==> config.mk <==
export PLATFORM = sky130hd
export DESIGN_NAME = multi_button_detector
export DESIGN_NICKNAME = d
export VERILOG_FILES = /design/src/rtl/btn_pkg.sv /design/src/rtl/btn_channel.sv /design/src/rtl/multi_button_detector.sv
export SDC_FILE = /design/constraint.sdc
export NUM_CORES = 1
export LEC_CHECK = 0
export ABC_AREA = 1
export BUFFER_PORTS_ARGS = -buffer_cell sky130_fd_sc_hd__buf_2
export CAP_MARGIN = 20
export CORE_MARGIN = 2
export CORE_UTILIZATION = 45
export DETAILED_ROUTE_END_ITERATION = 7
export PLACE_DENSITY = 0.61
export SYNTH_ARGS = -nofsm -noshare
export SYNTH_HDL_FRONTEND = slang
export SYNTH_SLANG_ARGS = --single-unit
==> constraint.sdc <==
create_clock -name clk -period 5.7 [get_ports clk]
set_input_delay 1.14 -clock clk [delete_from_list [all_inputs] [get_ports clk]]
set_output_delay 1.14 -clock clk [all_outputs]
set_load 0.005 [all_outputs]
==> src/rtl/btn_pkg.sv <==
// Shared types and elaboration-time helpers for the multi-channel button detector.
package btn_pkg;

  typedef enum logic [1:0] {
    IDLE    = 2'd0,
    PRESSED = 2'd1,
    HELD    = 2'd2
  } hold_state_e;

  // Registered per-channel event pulses, one clk wide each.
  typedef struct packed {
    logic rise;
    logic fall;
    logic long_p;
    logic rep;
  } btn_evt_t;

  function automatic int calc_div(input int clk_hz, input int sample_hz);
    return clk_hz / sample_hz;
  endfunction

  // Bits needed to hold 0..max_val; at least one bit.
  function automatic int cnt_width(input int max_val);
    return (max_val < 1) ? 1 : $clog2(max_val + 1);
  endfunction

  function automatic int hold_width(input int long_ticks, input int repeat_ticks);
    return cnt_width((long_ticks > repeat_ticks) ? long_ticks : repeat_ticks);
  endfunction

endpackage

==> src/rtl/btn_channel.sv <==
// One button channel: synchronizer, tick-sampled history filter, edge pulses
// and the press/long-press/repeat state machine.
module btn_channel
  import btn_pkg::*;
#(
  parameter int FILTER_DEPTH = 8,
  parameter int LONG_TICKS   = 1000,
  parameter int REPEAT_TICKS = 200
) (
  input  logic     clk,
  input  logic     reset,
  input  logic     tick,
  input  logic     btn_raw,
  output logic     btn_state,
  output btn_evt_t evt
);

  localparam int CW = hold_width(LONG_TICKS, REPEAT_TICKS);
  localparam logic [CW-1:0] LONG_LAST = CW'(LONG_TICKS - 1);
  localparam logic [CW-1:0] REP_LAST  = (REPEAT_TICKS > 0) ? CW'(REPEAT_TICKS - 1) : '0;

  logic [1:0]              sync;
  logic [FILTER_DEPTH-1:0] hist;
  logic [FILTER_DEPTH-1:0] hist_nxt;
  logic                    state_nxt;
  logic                    state_d;

  hold_state_e st, st_nxt;
  logic [CW-1:0] cnt, cnt_nxt;
  logic          long_nxt, rep_nxt;

  always_ff @(posedge clk or posedge reset) begin
    if (reset) sync <= '0;
    else       sync <= {sync[0], btn_raw};
  end

  assign hist_nxt = {hist[FILTER_DEPTH-2:0], sync[1]};

  // Hysteresis: only a full run of equal samples moves the level.
  always_comb begin
    state_nxt = btn_state;
    if (tick) begin
      if (&hist_nxt)       state_nxt = 1'b1;
      else if (~|hist_nxt) state_nxt = 1'b0;
    end
  end

  always_ff @(posedge clk or posedge reset) begin
    if (reset) begin
      hist      <= '0;
      btn_state <= 1'b0;
      state_d   <= 1'b0;
    end else begin
      if (tick) hist <= hist_nxt;
      btn_state <= state_nxt;
      state_d   <= btn_state;
    end
  end

  // FSM follows the level being written this cycle, so a release landing on a
  // repeat tick suppresses that repeat.
  always_comb begin
    st_nxt   = st;
    cnt_nxt  = cnt;
    long_nxt = 1'b0;
    rep_nxt  = 1'b0;
    if (!state_nxt) begin
      st_nxt  = IDLE;
      cnt_nxt = '0;
    end else begin
      case (st)
        IDLE: begin
          st_nxt  = PRESSED;
          cnt_nxt = '0;
        end
        PRESSED: if (tick) begin
          if (cnt == LONG_LAST) begin
            long_nxt = 1'b1;
            cnt_nxt  = '0;
            st_nxt   = HELD;
          end else begin
            cnt_nxt = cnt + CW'(1);
          end
        end
        HELD: if (tick && (REPEAT_TICKS > 0)) begin
          if (cnt == REP_LAST) begin
            rep_nxt = 1'b1;
            cnt_nxt = '0;
          end else begin
            cnt_nxt = cnt + CW'(1);
          end
        end
        default: begin
          st_nxt  = IDLE;
          cnt_nxt = '0;
        end
      endcase
    end
  end

  always_ff @(posedge clk or posedge reset) begin
    if (reset) begin
      st  <= IDLE;
      cnt <= '0;
      evt <= '0;
    end else begin
      st         <= st_nxt;
      cnt        <= cnt_nxt;
      evt.rise   <= btn_state & ~state_d;
      evt.fall   <= ~btn_state & state_d;
      evt.long_p <= long_nxt;
      evt.rep    <= rep_nxt;
    end
  end

endmodule

==> src/rtl/multi_button_detector.sv <==
// Debounced multi-button detector: one shared sample tick, NUM_BTN independent
// channels reporting edges, long presses and auto-repeat.
module multi_button_detector
  import btn_pkg::*;
#(
  parameter int NUM_BTN      = 4,
  parameter int CLK_HZ       = 100_000_000,
  parameter int SAMPLE_HZ    = 1_000,
  parameter int FILTER_DEPTH = 8,
  parameter int LONG_TICKS   = 1000,
  parameter int REPEAT_TICKS = 200
) (
  input  logic               clk,
  input  logic               reset,
  input  logic [NUM_BTN-1:0] i_btn,
  output logic [NUM_BTN-1:0] btn_state,
  output logic [NUM_BTN-1:0] rising_edge,
  output logic [NUM_BTN-1:0] falling_edge,
  output logic [NUM_BTN-1:0] both_edge,
  output logic [NUM_BTN-1:0] long_press,
  // "repeat" is a reserved word, hence the suffix
  output logic [NUM_BTN-1:0] repeat_pulse
);

  localparam int DIV = calc_div(CLK_HZ, SAMPLE_HZ);
  localparam int DW  = cnt_width(DIV - 1);

  logic [DW-1:0]  div_cnt;
  logic           tick;
  btn_evt_t [NUM_BTN-1:0] evt;

  assign tick = (div_cnt == DW'(DIV - 1));

  always_ff @(posedge clk or posedge reset) begin
    if (reset)     div_cnt <= '0;
    else if (tick) div_cnt <= '0;
    else           div_cnt <= div_cnt + DW'(1);
  end

  for (genvar g = 0; g < NUM_BTN; g++) begin : g_ch
    btn_channel #(
      .FILTER_DEPTH(FILTER_DEPTH),
      .LONG_TICKS  (LONG_TICKS),
      .REPEAT_TICKS(REPEAT_TICKS)
    ) u_ch (
      .clk      (clk),
      .reset    (reset),
      .tick     (tick),
      .btn_raw  (i_btn[g]),
      .btn_state(btn_state[g]),
      .evt      (evt[g])
    );

    assign rising_edge[g]  = evt[g].rise;
    assign falling_edge[g] = evt[g].fall;
    assign both_edge[g]    = evt[g].rise | evt[g].fall;
    assign long_press[g]   = evt[g].long_p;
    assign repeat_pulse[g] = evt[g].rep;
  end

endmodule

==> metrics.txt, run 1 <==
Synth Flop Type=dfrtp_1; Yosys reg bits=125; metal2 WL=slightly above 6000 µm; Final Max Slew Viols=0; CTS tree=done; worst reg-to-reg setup slack=about 3.3 ns; Post-CTS Setup Bufs=0; Slew @ Worst Pin=approximately 0.74 ns; Rows=between 40 and 50; pre-CTS setup slack=around 3.2 ns; fin nets=905; distinct cell type count of the synthesized netlist=31; layout cells sized above 1=0.09652; critical path arrival=2.70 ns; pin count of the biggest net entering global routing=83; Met1 Wirelength=6994 µm; leak pwr=approximately 3.7 nW; status=finished, final reports clean; mapped cell area=6703 µm²; area of the multi-input gates=2994 µm²; Worst-Skew Late Latency=roughly 0.41 ns; Seq/Total Area, Yosys=0.4667; ANT nets after route=0; drt wl/cell=around 13 µm; FMAX=between 400 and 500 MHz; Cell Pwr Density=between 200 and 300 nW/µm²; post-detail-place hpwl=9179 µm; DIE AREA=around 16000 µm²; Post-CTS Resized=0; first-pass GRT wire length=24330 µm; area post-placement=a little under 7000 µm²; CP endpoint kind=register; 1st-iter DRT viols=approximately 530; top layer in use=met4; number of global-route vias before repair=between 5000 and 6000; Pre-antenna DRT Iters=7; EDFF count, synth=0; via count=about 5500; ys async rst share=1.000; starting density of the core=0.4612; Clock Skew=0.007070 ns; Syn Area/Cell=7.839 µm²; Die Ht=about 130 µm; grt total ovfl=0; Max-Slew Margin vs Limit=0.5058; crit path max fanout=47; Routed WL=13680 µm; Design Area, Final=~7500 µm²; root buf cell=clkbuf_16; fillers=between 1000 and 1500; most frequent cells in the layout=nand2_1, dfrtp_1, inv_1, nor2_1, nand3_1; Port Buffers=29; CTS Hold Bufs=0; WHS=between 0.3 and 0.4 ns; min cycle time layout=approximately 2.4 ns; clk buf depth=2; synth-to-layout area growth=12.15%; hold_sp=g_ch[2].u_ch.sync[0]; synth warn=0; hold depth=0; Critical Path Source Type=register; core box area=between 10000 and 15000 µm²; Tcrit/Tclk final=0.4211; reg2reg end=g_ch[0].u_ch.cnt[6]; syn nets=882; Reg clk slew, reported paths=about 0.050 ns; Hold Crit Class=reg2reg; htree depth=4; end of the worst hold path=g_ch[2].u_ch.sync[1]; total CTS buffers=17; FF+latch area=between 3000 and 4000 µm²; RSZ-0062 raised after global routing=no; Total GRT Usage=0.1857; vias per cell=a little over 5; maximum VDD drop=0.0002219 V; met3 wire len=430 µm; Reg2Reg Launch Point=div_cnt[0]; setup ws final=about 3.3 ns; max cap viols=0; reg2reg path depth=12; die width=126.0 µm; DRC viols=0; final hold violation count=0; number of diodes=0; Cells after Synth=~860; worst setup path category=reg2reg; clock net sink count=about 130; setup TNS=0 ns; commonest non-fill, non-tap cell in the layout=nand2_1; I/O pin cnt=30; endpoints failing setup=0; Worst EP required=6.00 ns; GP Congestion=0.8467; antenna violations before repair=0
-- metal layers --
| layer | track usage | up-vias |
|---|---|---|
| met5 | 0 | - |
| met4 | 0.06076 | 0 |
| met3 | 0.04376 | 15 |
| met2 | 0.2837 | 83 |
| met1 | 0.2623 | 2573 |
| li1 | - | 2799 |
-- synth_stat cells (8+ instances only) --
| master | count | area (µm²) |
|---|---|---|
| nand2_1 | 208 | 780.8 |
| nor2_1 | 95 | 356.6 |
| nor3_1 | 20 | 100.1 |
| clkbuf_1 | 11 | 41.29 |
| dfrtp_1 | 125 | 3128 |
| inv_1 | 105 | 394.1 |
| xor2_1 | 25 | 219.0 |
| o21ai_0 | 43 | 215.2 |
| a21oi_1 | 12 | 60.06 |
| nand4_1 | 57 | 356.6 |
| ha_1 | 21 | 262.8 |
| nand3_1 | 79 | 395.4 |
| nand2_2 | 8 | 50.05 |
-- state kept, by name, indices dropped and copies added, names as in the netlist --
name	cells
g_ch.u_ch.hist	28
g_ch.u_ch.cnt	40
g_ch.u_ch.state_d	4
g_ch.u_ch.st	8
g_ch.u_ch.sync	8
g_ch.u_ch.btn_state	4
div_cnt	17
g_ch.u_ch.evt	16
-- layout make-up --
class / count / area share
clock inverters: 7 / 0.01132
repair buffers: 31 / 0.02130
multi-input cells: 592 / 0.3983
inverters: 111 / 0.05642
clock buffers: 25 / 0.06591
flip-flops and latches: 125 / 0.4161
well taps: 184 / 0.03063
-- how the worst max path moves through the flow --
stage	startpoint	to	slack, ns	cells past startpoint
after detailed placement	reset	div_cnt[10]	3.24	3
final	div_cnt[0]	g_ch[0].u_ch.cnt[6]	3.30	12
after global placement	reset	div_cnt[10]	3.24	3
after floorplan	reset	div_cnt[0]	1.23	1
after CTS	div_cnt[0]	g_ch[0].u_ch.cnt[6]	3.28	12
after global routing	div_cnt[0]	g_ch[2].u_ch.cnt[2]	3.01	11
-- cells by family (layout without fill, tap and decap cells) --
family | count (synthesis) | after routing | synth area share
buf+inv | 138 | 174 | 0.08661
fa+ha+maj | 21 | 21 | 0.03920
simple gates | 482 | 482 | 0.3220
compound gates | 60 | 60 | 0.04760
xor+xnor | 29 | 29 | 0.03789
flops | 125 | 125 | 0.4667
-- per-stage QoR --
| step | cells | utilization | power (W) |
|---|---|---|---|
| floorplan | 855 | - | 0.0009222 |
| global route | 1075 | 0.5172 | 0.002047 |
| global placement | 1043 | 0.4773 | 0.0009316 |
| detailed placement | 1043 | 0.4773 | 0.0009315 |
| CTS | 1075 | 0.5172 | 0.002002 |
| finish | 1075 | 0.5172 | 0.001971 |
-- where the power goes --
part,switching [W],total [W],internal (W)
logic,0.0000187,0.0000214,0.00000273
registers,0.00000153,0.000893,0.000891
clock network,0.000371,0.00106,0.000686
total,0.000391,0.00197,0.00158
-- critical path: stages, from the launching register on --
cell and delay [ns]:
dfrtp_1 0.40, ha_1 0.22, nand2_1 0.06, inv_1 0.06, nand2_1 0.16, nor2_4 0.07, nand2_2 0.08, buf_4 0.39
nand3_1 0.24, nand2_2 0.29, inv_1 0.15, nand2_1 0.09, nand2_1 0.05
No activity file was read; power rests on OpenSTA's default activity.
==> run 2, diff against run 1 <==
ABC_AREA = 0   (was 1)
clock period = 2.3 ns   (was 5.7 ns; I/O delays follow)
==> run 2 against run 1 <==
Net effect: cell count down 14%; hold slack worse by 0.31 ns; count of clock-buffer cells in the layout down 5; die area down 6.4%; largest cell class unchanged; largest power group unchanged.
==> metrics.txt, run 2 <==
Syn Area/Cell=9.573 µm² (was 7.839 µm²); Worst-Skew Late Latency=0.42 ns (was 0.41 ns); Hold Crit Class=in2async (was reg2reg); Routed WL=13510 µm (was 13680 µm); pin count of the biggest net entering global routing=67 (was 83); grt total ovfl=0 (unchanged); 1st-iter DRT viols=375 (was 531); commonest non-fill, non-tap cell in the layout=nand2_1 (unchanged); Die Ht=122.0 µm (was 126.0 µm); CP endpoint kind=register (unchanged); Synth Flop Type=dfrtp_1 (unchanged); top-area cell type share of the netlist area=0.4996 (was 0.4667); top layer in use=met4 (unchanged); Clk pwr share=0.573 (was 0.536); mapped cell area=6261 µm² (was 6703 µm²); synth warn=0 (unchanged); Top Registers=g_ch.u_ch.cnt x40, g_ch.u_ch.hist x28, div_cnt x17 (unchanged); worst reg-to-reg setup slack=0.08 ns (was 3.30 ns); sequential power share=0.416 (was 0.453); I/O pin cnt=30 (unchanged); Area contributors post-synth=dfrtp_1, nand2_1, ha_1, o21ai_0, nand3_1 (was dfrtp_1, nand2_1, nand3_1, inv_1, nand4_1); Reg clk slew, reported paths=0.06 ns (was 0.05 ns); Port Buffers=29 (unchanged); EDFF count, synth=0 (unchanged); Critical Path Source Type=register (unchanged); Tcrit/Tclk final=0.9637 (was 0.4211); worst setup path category=reg2reg (unchanged); Synth area leader=dfrtp_1 (unchanged); Clock Skew=0.009007 ns (was 0.007070 ns); crit path max fanout=10 (was 47); htree depth=4 (unchanged); Max-Slew Margin vs Limit=0.4502 (was 0.5058); post-detail-place hpwl=9281 µm (was 9179 µm); ys async rst share=1.000 (unchanged); Top reg by flops=g_ch.u_ch.cnt (unchanged); synth-to-layout area growth=23.26% (was 12.15%); Cell Pwr Density=688.7 nW/µm² (was 262.2 nW/µm²); met3 wire len=387 µm (was 430 µm); starting density of the core=0.4564 (was 0.4612); drt wl/cell=14.67 µm (was 12.73 µm); Post-Layout Cell Count=921 (was 1075); Cells after Synth=654 (was 855); endpoints failing setup=0 (unchanged); maximum VDD drop=0.0004505 V (was 0.0002219 V); most frequent cells in the layout=nand2_1, dfrtp_1, buf_4, buf_2 (was nand2_1, dfrtp_1, inv_1, nor2_1, nand3_1); RSZ-0062 raised after global routing=yes (was no); Rows=43 (was 44); Yosys reg bits=125 (unchanged); Total GRT Usage=0.1959 (was 0.1857); max FFs per register=40 (unchanged); leak pwr=3.505 nW (was 3.688 nW); status=finished, final reports clean (unchanged); GP Congestion=0.8337 (was 0.8467); die width=122.0 µm (was 126.0 µm); total CTS buffers=17 (unchanged); DRC viols=0 (unchanged); core box area=13720 µm² (was 14530 µm²); Met1 Wirelength=6294 µm (was 6994 µm); Pre-antenna DRT Iters=4 (was 7); Final Max Slew Viols=0 (unchanged); CTS Hold Bufs=0 (unchanged); antenna violations before repair=0 (unchanged); FMAX=451.2 MHz (was 416.6 MHz); syn nets=681 (was 882); max cap viols=0 (unchanged); clk buf depth=2 (unchanged); fin nets=755 (was 905); layout cells sized above 1=0.2146 (was 0.09652); distinct cell type count of the synthesized netlist=62 (was 31); fillers=1180 (was 1409); Comb pwr share=0.011 (about the same); Seq/Total Area, Yosys=0.4996 (was 0.4667); dpl cells=885 (was 1043); ANT nets after route=0 (unchanged); top cells by count, synth=nand2_1, dfrtp_1, o21ai_0 (was nand2_1, dfrtp_1, inv_1); metal2 WL=6693 µm (was 6079 µm); switching power=0.001015 W (was 0.0003911 W); critical path arrival=2.51 ns (was 2.70 ns); top-count cell post-synth=nand2_1 (unchanged); number of diodes=0 (unchanged); DIE AREA=14870 µm² (was 15890 µm²); clock net sink count=125 (unchanged); min cycle time layout=2.216 ns (was 2.400 ns); CTS tree=done (unchanged); final hold violation count=0 (unchanged); first-pass GRT wire length=22780 µm (was 24330 µm); via count=5074 (was 5470); Slew @ Worst Pin=0.8247 ns (was 0.7413 ns); post-route core utilization=0.5625 (was 0.5172); Worst EP required=2.59 ns (was 6.00 ns); vias per cell=5.509 (was 5.088); internal power=0.004300 W (was 0.001580 W); Sw Ratio=0.1910 (was 0.1984); number of global-route vias before repair=4891 (was 5210); root buf cell=clkbuf_16 (unchanged)
-- run 2: cell count changes after synthesis, moves of 14 or more --
cell,previous run,this run
inv_1,105,22
nand2_1,208,141
nand3_1,79,26
nand4_1,57,14
nor2_1,95,27
o21ai_0,43,28
o31ai_1,0,14
xor2_1,25,4
-- run 2: cell families (layout without fill, tap and decap cells) --
family | Yosys count | in the layout | synth area share
simple gates | 322 | 322 | 0.2604
compound gates | 126 | 126 | 0.1429
flops | 125 | 125 | 0.4996
buf+inv | 44 | 131 | 0.03237
fa+ha+maj | 21 | 21 | 0.04197
xor+xnor | 14 | 14 | 0.01958
mux | 2 | 2 | 0.003198
-- run 2: metrics by stage --
step           worst slack (ns)  cell area (µm²)  hold slack (ns)  power, W   TNS, ns
6_report                0.08357             7717          0.03239  0.005315         0
4_1_cts                 0.01212             7581          0.02176  0.005385         0
2_1_floorplan           0.09047             6265           0.3312  0.002285         0
3_3_place_gp            0.01349             6890           0.3341  0.002311         0
5_1_grt                -0.01605             7717          0.04840  0.005492  -0.03112
3_5_place_dp           -0.05626             6890           0.3362  0.002314   -0.2376
-- run 2: layer usage --
metal | track usage | vias to the layer above
met2 | 0.3170 | 61
met1 | 0.2480 | 2503
li1 | - | 2499
met5 | 0 | -
met4 | 0.08405 | 0
met3 | 0.05197 | 11
-- run 2: what timing repair did --
action,4_1_cts,5_1_grt
setup endpoints to repair,8,66
gates resized for setup,4,20
pin swaps,0,6
setup buffers,0,4
gates cloned,0,0
-- run 2: power by group through the flow --
stage,logic [W],clock network [W],registers (W)
3_3_place_gp,0.0000608,0,0.00225
6_report,0.0000584,0.00304,0.00221
3_5_place_dp,0.0000630,0,0.00225
4_1_cts,0.0000627,0.00311,0.00221
2_1_floorplan,0.0000354,0,0.00225
5_1_grt,0.0000696,0.00321,0.00221
-- run 2: critical path: stages (launching register included) --
cell and delay (ns):
dfrtp_1 0.38, or4b_4 0.59, buf_4 0.18, o31ai_2 0.26
o211a_4 0.28, clkinv_8 0.09, a32oi_2 0.21, o31ai_2 0.10
-- run 2: cell type report --
| cell class | count | area (µm²) | area share |
|---|---|---|---|
| sequential | 125 | 3128 | 0.4053 |
| multi-input combinational | 485 | 3068 | 0.3975 |
| timing repair buffer | 75 | 515.5 | 0.06680 |
| clock buffer | 20 | 456.7 | 0.05918 |
| tap | 180 | 225.2 | 0.02918 |
| clock inverter | 12 | 215.2 | 0.02789 |
| inverter | 24 | 108.9 | 0.01411 |
-- run 2: worst paths after layout --
| check | startpoint | to | cells past startpoint |
|---|---|---|---|
| min in group clk | i_btn[0] | g_ch[0].u_ch.sync[0] | 1 |
| max in group asynchronous | reset | g_ch[2].u_ch.cnt[0] | 3 |
| max | div_cnt[6] | g_ch[3].u_ch.cnt[4] | 7 |
| min reg2reg | g_ch[2].u_ch.sync[0] | g_ch[2].u_ch.sync[1] | 0 |
| max reg2reg | div_cnt[6] | g_ch[3].u_ch.cnt[4] | 7 |
| min | reset | g_ch[3].u_ch.cnt[1] | 2 |
==> run 3, diff against run 2 <==
CORE_UTILIZATION = 35   (was 45)
PLACE_DENSITY = 0.5   (was 0.61)
REMOVE_ABC_BUFFERS = 1   (was default)
==> run 3 against run 2 <==
Net effect: routed wire length up 3.7%; largest power group unchanged; power shrank 13%; die area rose by 28%; critical endpoint is now g_ch[2].u_ch.cnt[3]; largest cell class unchanged.
==> metrics.txt, run 3 (synthesis results as in run 2) <==
status=finished, final reports clean (unchanged); worst setup path category=reg2reg (unchanged); most frequent cells in the layout=nand2_1, dfrtp_1, buf_4, buf_2 (unchanged); core box area=17420 µm² (was 13720 µm²); grt total ovfl=0 (unchanged); starting density of the core=0.3595 (was 0.4564); CTS tree=done (unchanged); number of global-route vias before repair=5000 (was 4891); Critical Path Source Type=register (unchanged); clock net sink count=125 (unchanged); root buf cell=clkbuf_16 (unchanged); Tcrit/Tclk final=0.9706 (was 0.9637); maximum VDD drop=0.0005051 V (was 0.0004505 V); antenna violations before repair=0 (unchanged); post-route core utilization=0.4432 (was 0.5625); fin nets=759 (was 755); Worst path slowest cell=dfrtp_1 (was or4b_4); pin count of the biggest net entering global routing=45 (was 67); fillers=1691 (was 1180); final hold violation count=0 (unchanged); GP Congestion=0.8427 (was 0.8337); via count=5055 (was 5074); max incr delay on CP=0.42 ns (was 0.59 ns); CP endpoint kind=register (unchanged); Max-Slew Margin vs Limit=0.4549 (was 0.4502); Routed WL=14010 µm (was 13510 µm); Final Max Slew Viols=0 (unchanged); Slew @ Worst Pin=0.8177 ns (was 0.8247 ns); max cap viols=0 (unchanged); Port Buffers=29 (unchanged); Top reg by flops=g_ch.u_ch.cnt (unchanged); number of diodes=0 (unchanged); 1st-iter DRT viols=363 (was 375); layout cells sized above 1=0.2231 (was 0.2146); DIE AREA=18980 µm² (was 14870 µm²); htree depth=4 (unchanged); vias per cell=5.217 (was 5.509); worst reg-to-reg setup slack=0.07 ns (was 0.08 ns); FMAX=448.0 MHz (was 451.2 MHz); crit path max fanout=7 (was 10); Total GRT Usage=0.1604 (was 0.1959); critical path arrival=2.52 ns (was 2.51 ns); max FFs per register=40 (unchanged); Die Ht=137.8 µm (was 122.0 µm); Cell Pwr Density=599.0 nW/µm² (was 688.7 nW/µm²); commonest non-fill, non-tap cell in the layout=nand2_1 (unchanged); first-pass GRT wire length=23850 µm (was 22780 µm); min cycle time layout=2.232 ns (was 2.216 ns); Hold Crit Class=in2async (unchanged); ANT nets after route=0 (unchanged); endpoints failing setup=0 (unchanged); leak pwr=3.491 nW (was 3.505 nW); Pre-antenna DRT Iters=5 (was 4); die width=137.8 µm (was 122.0 µm); most frequent CP cell=buf_4 (was o31ai_2); Worst-Skew Late Latency=0.41 ns (was 0.42 ns); Clock Skew=0.007413 ns (was 0.009007 ns); Reg clk slew, reported paths=0.06 ns (about the same); DRC viols=0 (unchanged); clk buf depth=2 (unchanged); drt wl/cell=14.46 µm (was 14.67 µm); Top Registers=g_ch.u_ch.cnt x40, g_ch.u_ch.hist x28, div_cnt x17 (unchanged); I/O pin cnt=30 (unchanged); WHS=0.1066 ns (was 0.03239 ns); Rows=48 (was 43); CP Cell Sequence=ha_4 -> nand4_1 -> buf_4 -> o41ai_4 -> o211a_4 -> inv_4 -> buf_4 -> a32oi_2 -> o31ai_2 (was or4b_4 -> buf_4 -> o31ai_2 -> o211a_4 -> clkinv_8 -> a32oi_2 -> o31ai_2); synth-to-layout area growth=23.28% (was 23.26%); post-detail-place hpwl=9682 µm (was 9281 µm); Worst EP required=2.59 ns (about the same); total CTS buffers=17 (unchanged)
## run 3: timing repair
item / CTS / global route
endpoints found under the setup margin: 5 / 51
hold buffers: 0 / 0
setup buffers: 0 / 5
gates resized for setup: 2 / 31
pin swaps: 0 / 7
endpoints found under the hold margin: 0 / 0
## run 3: worst paths after layout
path,cells past startpoint,end,start
max,9,g_ch[2].u_ch.cnt[3],div_cnt[0]
min,2,g_ch[0].u_ch.evt[1],reset
max reg2reg,9,g_ch[2].u_ch.cnt[3],div_cnt[0]
min reg2reg,0,g_ch[3].u_ch.sync[1],g_ch[3].u_ch.sync[0]
max in group asynchronous,3,g_ch[2].u_ch.evt[2],reset
min in group clk,1,g_ch[3].u_ch.sync[0],i_btn[3]
## run 3: critical path: cells and delay by family (launching register included)
family | cells | cell delay [ns]
AOI/OAI and AO/OA | 4 | 0.90
buffers and inverters | 3 | 0.45
DFF | 1 | 0.42
and+or+nand+nor | 1 | 0.19
adders and majority gates | 1 | 0.17
## run 3: power by group
group,internal (W),switching (W),leakage (nW)
Combinational,0.0000133,0.0000465,1.51
Sequential,0.00221,0.00000471,1.71
Clock,0.00144,0.000912,0.262
Total,0.00366,0.000963,3.49
## run 3: final cells by class
cell class | count | area (µm²) | area share
repair buffers | 79 | 558.0 | 0.07230
inverters | 24 | 107.6 | 0.01394
flip-flops and latches | 125 | 3128 | 0.4053
well taps | 225 | 281.5 | 0.03647
multi-input cells | 485 | 3123 | 0.4046
clock inverters | 8 | 42.54 | 0.005511
clock buffers | 23 | 478.0 | 0.06192
## run 3: per-stage QoR
stage | setup TNS [ns] | instance area [µm²] | power [W] | worst slack (ns) | instances
floorplan | -216.06 | 6161 | 0.002284 | -1.488 | 634
global placement | -0.004219 | 6980 | 0.002314 | -0.004219 | 933
detailed placement | -0.06291 | 6980 | 0.002316 | -0.03414 | 933
CTS | 0 | 7513 | 0.004693 | 0.01344 | 964
global route | -0.2522 | 7719 | 0.004824 | -0.03384 | 969
finish | 0 | 7719 | 0.004624 | 0.06766 | 969
## run 3: metal layers
metal,part of all wire,track usage,up-vias
li1,-,-,2514
met1,0.48,0.2125,2476
met2,0.48,0.2587,60
met3,0.032,0.04489,5
met4,0.0069,0.04308,0
met5,0,0,-
